<file path="src/rtl/resolvedor_tiro.sv">
// Shot resolver: scans the target player's ship records, classifies the shot
// (hit / miss / repeat / invalid) and writes back the record on a new hit.
module resolvedor_tiro #(
  parameter int N_ENTRADAS    = 11,
  parameter int TAM_TABULEIRO = 10
) (
  input  logic        clk,
  input  logic        rst_n,
  input  logic        start,
  input  logic [3:0]  tiro_x,
  input  logic [3:0]  tiro_y,
  input  logic        jogador,
  input  logic [63:0] vetor_leitura,
  output logic [4:0]  read_addr,
  output logic [4:0]  write_addr,
  output logic [63:0] vetor,
  output logic        wrep1,
  output logic        wrep2,
  output logic        busy,
  output logic        ready,
  output logic        acerto,
  output logic        agua,
  output logic        repetido,
  output logic        invalido,
  output logic        afundou,
  output logic [2:0]  tipo_afundado,
  output logic        frota_destruida
);

  localparam logic [4:0] ULTIMO = 5'(N_ENTRADAS - 1);
  localparam logic [3:0] TAM    = 4'(TAM_TABULEIRO);

  typedef enum logic [2:0] {IDLE, LE, COMPARA, ESCREVE, FIM} estado_t;
  estado_t estado, prox;

  logic [4:0]  idx;
  logic [3:0]  x_r, y_r;
  logic        jog_r;
  logic        all_zero;

  logic [2:0]  n_cel;
  logic        casou, ativo, marcado, novo_acerto;
  logic [2:0]  cel_k;
  logic [3:0]  rem, rem_pos;
  logic [63:0] vetor_novo;
  logic        tiro_fora;

  assign tiro_fora = (tiro_x >= TAM) || (tiro_y >= TAM);
  assign read_addr = idx;
  assign wrep1     = (estado == ESCREVE) && !jog_r;
  assign wrep2     = (estado == ESCREVE) &&  jog_r;

  // Record decode: first valid cell matching the captured coordinates wins.
  always_comb begin
    case (vetor_leitura[2:0])
      3'd0:    n_cel = 3'd5;
      3'd1:    n_cel = 3'd4;
      3'd2:    n_cel = 3'd3;
      3'd3:    n_cel = 3'd2;
      3'd4:    n_cel = 3'd1;
      default: n_cel = 3'd0;
    endcase
    casou = 1'b0;
    cel_k = 3'd0;
    for (int k = 0; k < 5; k++) begin
      if (!casou && (k < int'(n_cel)) &&
          vetor_leitura[3+8*k +: 4] == x_r && vetor_leitura[7+8*k +: 4] == y_r) begin
        casou = 1'b1;
        cel_k = 3'(k);
      end
    end
    rem         = vetor_leitura[46:43];
    ativo       = (rem != 4'd0);
    marcado     = vetor_leitura[47 + int'(cel_k)];
    novo_acerto = ativo && casou && !marcado;
    rem_pos     = novo_acerto ? rem - 4'd1 : rem;
    vetor_novo  = vetor_leitura;
    vetor_novo[47 + int'(cel_k)] = 1'b1;
    vetor_novo[46:43] = rem - 4'd1;
  end

  always_ff @(posedge clk or negedge rst_n) begin
    if (!rst_n) estado <= IDLE;
    else        estado <= prox;
  end

  always_comb begin
    prox = estado;
    case (estado)
      IDLE:    if (start) prox = tiro_fora ? FIM : LE;
      LE:      prox = COMPARA;
      COMPARA: if (novo_acerto)        prox = ESCREVE;
               else if (idx == ULTIMO) prox = FIM;
               else                    prox = LE;
      ESCREVE: prox = (idx == ULTIMO) ? FIM : LE;
      FIM:     prox = IDLE;
      default: prox = IDLE;
    endcase
  end

  always_ff @(posedge clk or negedge rst_n) begin
    if (!rst_n) begin
      idx             <= '0;
      x_r             <= '0;
      y_r             <= '0;
      jog_r           <= 1'b0;
      all_zero        <= 1'b0;
      write_addr      <= '0;
      vetor           <= '0;
      busy            <= 1'b0;
      ready           <= 1'b0;
      acerto          <= 1'b0;
      agua            <= 1'b0;
      repetido        <= 1'b0;
      invalido        <= 1'b0;
      afundou         <= 1'b0;
      tipo_afundado   <= '0;
      frota_destruida <= 1'b0;
    end else begin
      ready <= 1'b0;
      case (estado)
        IDLE: if (start) begin
          x_r             <= tiro_x;
          y_r             <= tiro_y;
          jog_r           <= jogador;
          idx             <= '0;
          all_zero        <= 1'b1;
          busy            <= 1'b1;
          acerto          <= 1'b0;
          agua            <= 1'b0;
          repetido        <= 1'b0;
          invalido        <= tiro_fora;
          afundou         <= 1'b0;
          tipo_afundado   <= '0;
          frota_destruida <= 1'b0;
        end
        COMPARA: begin
          all_zero <= all_zero && (rem_pos == 4'd0);
          if (ativo && casou && marcado) repetido <= 1'b1;
          if (novo_acerto) begin
            acerto     <= 1'b1;
            write_addr <= idx;
            vetor      <= vetor_novo;
          end else if (idx != ULTIMO) begin
            idx <= idx + 5'd1;
          end
        end
        ESCREVE: begin
          if (vetor[46:43] == 4'd0) begin
            afundou       <= 1'b1;
            tipo_afundado <= vetor[2:0];
          end
          if (idx != ULTIMO) idx <= idx + 5'd1;
        end
        FIM: begin
          agua            <= !(acerto || repetido || invalido);
          frota_destruida <= all_zero && !invalido;
          ready           <= 1'b1;
          busy            <= 1'b0;
        end
        default: ;
      endcase
    end
  end

endmodule

</file>
<file path="config.mk">
export PLATFORM = sky130hd
export DESIGN_NAME = resolvedor_tiro
export DESIGN_NICKNAME = d
export VERILOG_FILES = /design/src/rtl/resolvedor_tiro.sv
export SDC_FILE = /design/constraint.sdc
export NUM_CORES = 1
export LEC_CHECK = 0
export CORE_UTILIZATION = 47
export DETAILED_ROUTE_END_ITERATION = 16
export PLACE_DENSITY = 0.92
export SKIP_CTS_REPAIR_TIMING = 1
export SKIP_LAST_GASP = 1
export SLEW_MARGIN = 10
export SYNTH_ARGS = -nofsm -noshare
export SYNTH_HDL_FRONTEND = slang
export SYNTH_SLANG_ARGS = --single-unit
</file>
<file path="constraint.sdc">
create_clock -name clk -period 6.4 [get_ports clk]
set_input_delay 1.92 -clock clk [delete_from_list [all_inputs] [get_ports clk]]
set_output_delay 1.92 -clock clk [all_outputs]
set_load 0.02 [all_outputs]
</file>
==> impl_metrics.tcl, run 1 <==
set metrics [dict create \
    p_leak_uw 0.00348 \
    layout_common_cells "clkdlybuf4s50_1 (161), dfrtp_1 (98), nand2_1 (62)" \
    grt_max_degree 61 \
    synth_seq_cells 98 \
    powerDensity_nw_per_um2 293 \
    synth_top_area_share_pct 47.0 \
    clkTransAtPathRegs_ns 0.09 \
    rows 38 \
    core_um2 10800 \
    grt_setup_unrepaired "false" \
    slew_viol_final 0 \
    die_h_um 107 \
    synth-seq-area-share_pct 47.0 \
    synthTopCellsByArea "dfrtp_1 (47%), mux2_2 (8.4%), nand2_1 (4.5%)" \
    drc_errors 0 \
    drtIter0Drc 241 \
    gp_congestion 0.938 \
    worstPathArrival_ns 6.34 \
    wl_met1_mm 6.37 \
    synthCells 504 \
    yosysTopAreaCell "dfrtp_1" \
    critPathCaptureType "flop" \
    maxCapViolCount 0 \
    clock-root-buffer "clkbuf_8" \
    cts_max_level 3 \
    period_share_pct 95.2 \
    wl_met3_mm 1.08 \
    num_io_pins 163 \
    ys_async_sr_fraction_pct 100 \
    cts.sinks 98 \
    port-buffer-count 162 \
    finalCriticalPeriod_ns 6.09 \
    total_power_uw 2150 \
    syn_avg_cell_area_um2 10.4 \
    crit_required_ns 6.65 \
    startpoint_type "primary input" \
    num_antenna_cells 0 \
    clk_latency_ns 0.37 \
    yosys_warnings 0 \
    finClkSkew_ns 0.00900 \
    first_pass_iters 5 \
    overflow 0 \
    grt.total_usage_pct 27.4 \
    routed-wl-met2_mm 7.53 \
    hold_class "reg2reg" \
    syn-num-nets 588 \
    final_common_cell "clkdlybuf4s50_1" \
    ir_drop_mv 0.167 \
    drtAntennaViolNets 0 \
    cts_tree "yes" \
    synth-edff-count 0 \
    cts_buffers 9 \
    initial_core_util_pct 48.1 \
    path_class "in2reg" \
    area_growth_pct 40.5 \
    clock.fmax_ghz 0.164 \
    avgViaCountPerCell 5.72 \
    final-hold-violation-count 0 \
    ys.flop_type "dfrtp_1" \
    final_util_pct 67.7 \
    drt-total-wl_mm 15.2 \
    fillCellCount 846 \
    wire_per_inst_um 18.7 \
    tightestPinTransition_ns 1.06 \
    grt_pass1_vias 4864 \
    slew_headroom_pct 29.4 \
    vias 4672 \
    critPathMaxFanout 26 \
    antenna_found_initial 0 \
    final_net_count 756 \
    ys_types 60 \
    grt_pass1_wl_mm 24.4 \
    cts_buffer_depth 2 \
    hpwl_mm 11.6 \
    dieWidth_um 107 \
    setup_viol 0 \
    netlist_area_um2 5220 \
    drive_gt1_share_pct 13.9 \
    status "finished, final reports clean" \
    dieArea_um2 11500 \
    top_layer "met4" \
]
Yosys cell counts, types with 3 or more instances:
library cell,number
dfrtp_1,98
nand2_1,62
mux2_2,39
nor2_1,32
a21oi_1,27
xnor2_1,23
a21o_1,19
xor2_1,18
buf_2,17
inv_1,15
nor3_1,15
nand3_1,14
mux2i_1,13
o21ai_0,12
ha_1,8
nor4_1,8
clkbuf_1,7
nand4_1,6
o21ai_1,6
a211oi_1,4
a311oi_1,3
a31oi_1,3
and3_1,3
mux2_4,3
nand2b_1,3
routing by layer:
layer / GRT usage, % / vias to the layer above
met4: 8.71 / 0
met5: 0 / -
met3: 6.23 / 27
met1: 35.5 / 2312
li1: - / 2131
met2: 45.6 / 202
metrics by stage:
stage	area [µm²]	TNS [ns]	worst slack (ns)	hold slack, ns	cells
after floorplan	5220	0	0.567	0.461	504
after global placement	7090	0	0.177	0.460	801
after detailed placement	7090	-0.0254	-0.0132	0.465	801
after CTS	7330	0	0.372	0.486	817
after global routing	7330	0	0.0904	0.505	817
final	7330	0	0.309	0.483	817
flip-flops by register name (all words and copies together) (netlist names), 3 cells and up:
name,count
tipo_afundado,3
estado,3
x_r,4
write_addr,5
vetor,64
read_addr,5
y_r,4
worst paths after layout:
check / start / endpoint / slack [ns] / cells past startpoint
hold / removal: vetor[57]$_DFFE_PN0P_ / vetor[57]$_DFFE_PN0P_ / 0.48 / 1
min in group asynchronous: rst_n / write_addr[1]$_DFFE_PN0P_ / 1.51 / 1
setup reg to reg: y_r[1]$_DFFE_PN0P_ / vetor[59]$_DFFE_PN0P_ / 1.73 / 16
setup / recovery: vetor_leitura[32] / vetor[59]$_DFFE_PN0P_ / 0.31 / 17
hold reg to reg: vetor[57]$_DFFE_PN0P_ / vetor[57]$_DFFE_PN0P_ / 0.48 / 1
max in group asynchronous: rst_n / all_zero$_DFFE_PN0P_ / 3.75 / 2
worst max-delay path: stages:
cell and delay [ns]:
clkdlybuf4s50_1 0.47, xor2_1 0.17, nor4_1 0.38, and3_1 0.24, nand2_2 0.06, a21oi_1 0.28, inv_1 0.14, ha_1 0.24
ha_1 0.42, mux2_2 0.38, o41ai_1 0.26, a31oi_1 0.08, o211a_1 0.14, o311ai_2 0.33, o31a_2 0.26, nand3_4 0.25
a21o_1 0.30
power by group:
part	internal [µW]	total, µW	switching (µW)
Sequential	736	896	159
Clock	262	484	221
Combinational	377	771	393
Total	1380	2150	774
kinds of logic (layout without fill, tap and decap cells):
logic type      after synthesis  count (layout)  synth area share [%]
simple gates                159             159                  14.4
compound gates               98              98                  13.3
flops                        98              98                  47.0
mux                          57              57                  12.6
buf+inv                      43             216                  3.86
xor+xnor                     41              41                  6.88
fa+ha+maj                     8               8                  1.92
cell type report:
class,instances,area [µm²],share of cell area (%)
Tap cell,140,175,2.39
Inverter,15,56.3,0.768
Clock buffer,10,128,1.74
Timing Repair Buffer,185,1830,24.9
Clock inverter,6,113,1.54
Multi-Input combinational cell,363,2580,35.2
Sequential cell,98,2450,33.4
(Power assumes the default switching activity.)
==> run 2: changes to the inputs <==
- HOLD_SLACK_MARGIN: not set -> 0.03
==> results of run 2 <==
The final DEF is identical to that of run 1; final timing and power are the same.
==> run 3: changes to the inputs <==
- ABC_AREA: not set -> 1
- CORE_UTILIZATION: 47 -> 46
- PLACE_DENSITY: 0.92 -> 0.89
==> impl_metrics.tcl, run 3 <==
set metrics [dict create \
    cts.sinks 98 \
    ys_async_sr_fraction_pct 100 \
    cts_tree "yes" \
    synth-seq-area-share_pct 43.5 \
    final_common_cell "nand2_1" \
    cts_max_level 3 \
    finalCriticalPeriod_ns 5.64 \
    avgViaCountPerCell 5.21 \
    period_share_pct 88.2 \
    final-hold-violation-count 0 \
    clock-root-buffer "clkbuf_16" \
    clock.fmax_ghz 0.177 \
    ir_drop_mv 0.154 \
    num_antenna_cells 0 \
    critPathCaptureType "flop" \
    powerDensity_nw_per_um2 299 \
    p_leak_uw 0.00382 \
    vias 5654 \
    area_growth_pct 35.3 \
    worstPathArrival_ns 5.88 \
    regToRegSetupSlack_ns 2.25 \
    grt_pass1_wl_mm 27.6 \
    core_um2 12000 \
    initial_core_util_pct 47.2 \
    final_cell_area_um2 7630 \
    tightestPinTransition_ns 0.672 \
    syn-num-nets 866 \
    setup_viol 0 \
    syn_avg_cell_area_um2 7.21 \
    synth-edff-count 0 \
    final_net_count 1017 \
    grt_setup_unrepaired "false" \
    drt-total-wl_mm 17.0 \
    top_register "vetor" \
    crit_required_ns 6.63 \
    critPathMaxFanout 36 \
    hpwl_mm 12.9 \
    slew_headroom_pct 55.2 \
    drtIter0Drc 590 \
    synth_xor_area_share_pct 2.33 \
    rows 40 \
    ys_types 38 \
    grt_pass1_vias 5495 \
    yosysTopAreaCell "dfrtp_1" \
    muxShareOfSynthArea_pct 0 \
    place_ws_ns 0.481 \
    holdPathStages 2 \
    grt.total_usage_pct 27.7 \
    netlist_area_um2 5640 \
    dieArea_um2 12700 \
    layout_common_cells "nand2_1 (249), clkdlybuf4s50_1 (161), inv_1 (122)" \
    clkTransAtPathRegs_ns 0.07 \
    wire_per_inst_um 15.6 \
    port-buffer-count 162 \
    path_class "in2reg" \
    r2r_cells 21 \
    drtAntennaViolNets 0 \
    synth_top_area_share_pct 43.5 \
    maxCapViolCount 0 \
    synth-compound-area-share_pct 10.7 \
    first_pass_iters 5 \
    synthCells 782 \
    num_io_pins 163 \
    drc_errors 0 \
    largest_reg_flops 64 \
    ys.flop_type "dfrtp_1" \
    synth_top_family_by_area "simple AND/OR/NAND/NOR gates" \
    antenna_found_initial 0 \
    synth_fa_ha_area_share_pct 1.77 \
    finClkSkew_ns 0.0127 \
    die_h_um 113 \
    synthTopCellsByArea "dfrtp_1 (43%), nand2_1 (17%), inv_1 (8.1%)" \
    synth_seq_cells 98 \
    grt_max_degree 71 \
    ys_top_cells_by_count "nand2_1 (249), inv_1 (122), dfrtp_1 (98)" \
    drive_gt1_share_pct 5.86 \
    overflow 0 \
    status "finished, final reports clean" \
    slew_viol_final 0 \
    gp_congestion 1.00 \
    cts_buffers 9 \
    setup_tns_ns 0 \
    startpoint_type "primary input" \
    hold_class "reg2reg" \
    synthSimpleGateAreaFrac_pct 30.2 \
    fin_ws_ns 0.757 \
    clk_latency_ns 0.35 \
    cts_buffer_depth 2 \
    dpl_cell_area_um2 7330 \
    dieWidth_um 113 \
    synth.most_common_cell "nand2_1" \
    yosys_warnings 0 \
]
run 3: changes by cell type in the layout (fill, tap and decap cells not counted), moves of 12 or more:
cell	previous run	this run
xnor2_1	23	9
mux2_2	39	0
buf_4	21	3
xor2_1	18	6
o21ai_0	12	38
inv_1	15	122
a21oi_1	27	13
a21o_1	19	0
nand3_1	14	54
mux2i_1	13	0
nor2_1	32	49
o21ai_1	6	46
nand2_1	62	249
run 3: worst paths after layout:
check                                 startpoint                         to
max in group asynchronous                  rst_n       repetido$_DFFE_PN0P_
setup reg to reg              y_r[0]$_DFFE_PN0P_      vetor[59]$_DFFE_PN0P_
setup / recovery               vetor_leitura[32]      vetor[59]$_DFFE_PN0P_
min in group asynchronous                  rst_n  write_addr[2]$_DFFE_PN0P_
hold reg to reg            vetor[52]$_DFFE_PN0P_      vetor[52]$_DFFE_PN0P_
hold / removal             vetor[52]$_DFFE_PN0P_      vetor[52]$_DFFE_PN0P_
run 3: logic make-up (layout without fill, tap and decap cells):
family,count (synthesis),after routing
simple gates,392,392
buf+inv,157,313
compound gates,112,112
flops,98,98
xor+xnor,15,15
fa+ha+maj,8,8
run 3: area by class of cell:
class / instances / area [µm²]
clock buffer: 10 / 229
timing repair buffer: 165 / 1650
multi-input combinational: 527 / 2550
inverter: 132 / 495
tap: 147 / 184
sequential: 98 / 2450
fill: 1056 / 4330
clock inverter: 6 / 71.3
run 3: per-layer routing:
metal	global-route usage [%]	up-vias	wire (µm)
li1	-	2735	-
met2	44.3	266	7860
met3	3.59	49	1150
met4	11.1	0	518
met5	0	-	0
met1	38.4	2604	7440
run 3: power breakdown:
part | switching (µW) | internal (µW) | total [µW]
logic | 509 | 356 | 864
registers | 124 | 736 | 859
clock network | 253 | 309 | 561
total | 885 | 1400 | 2280
run 3: metrics by stage:
step	std cells	util [%]	hold slack [ns]	power, µW
after floorplan	782	-	0.467	1370
after global placement	1069	61.3	0.453	1700
after detailed placement	1069	61.3	0.464	1720
after CTS	1085	63.8	0.488	2280
after global routing	1085	63.8	0.513	2410
final	1085	63.8	0.481	2280
run 3: worst max-delay path, stage by stage:
cell             delay (ns)
clkdlybuf4s50_1        0.49
inv_1                  0.11
nand2_1                0.08
nand2_1                0.05
nor2_1                 0.21
nand3_2                0.13
nor2_4                 0.13
nand3_4                0.20
nand2_4                0.25
inv_1                  0.10
ha_1                   0.28
ha_1                   0.36
inv_1                  0.14
nor2_1                 0.13
nand2_1                0.09
nand2_1                0.08
nor2_2                 0.20
nand4_4                0.16
inv_2                  0.48
nand2_1                0.11
o21ai_0                0.10
inv_1                  0.07
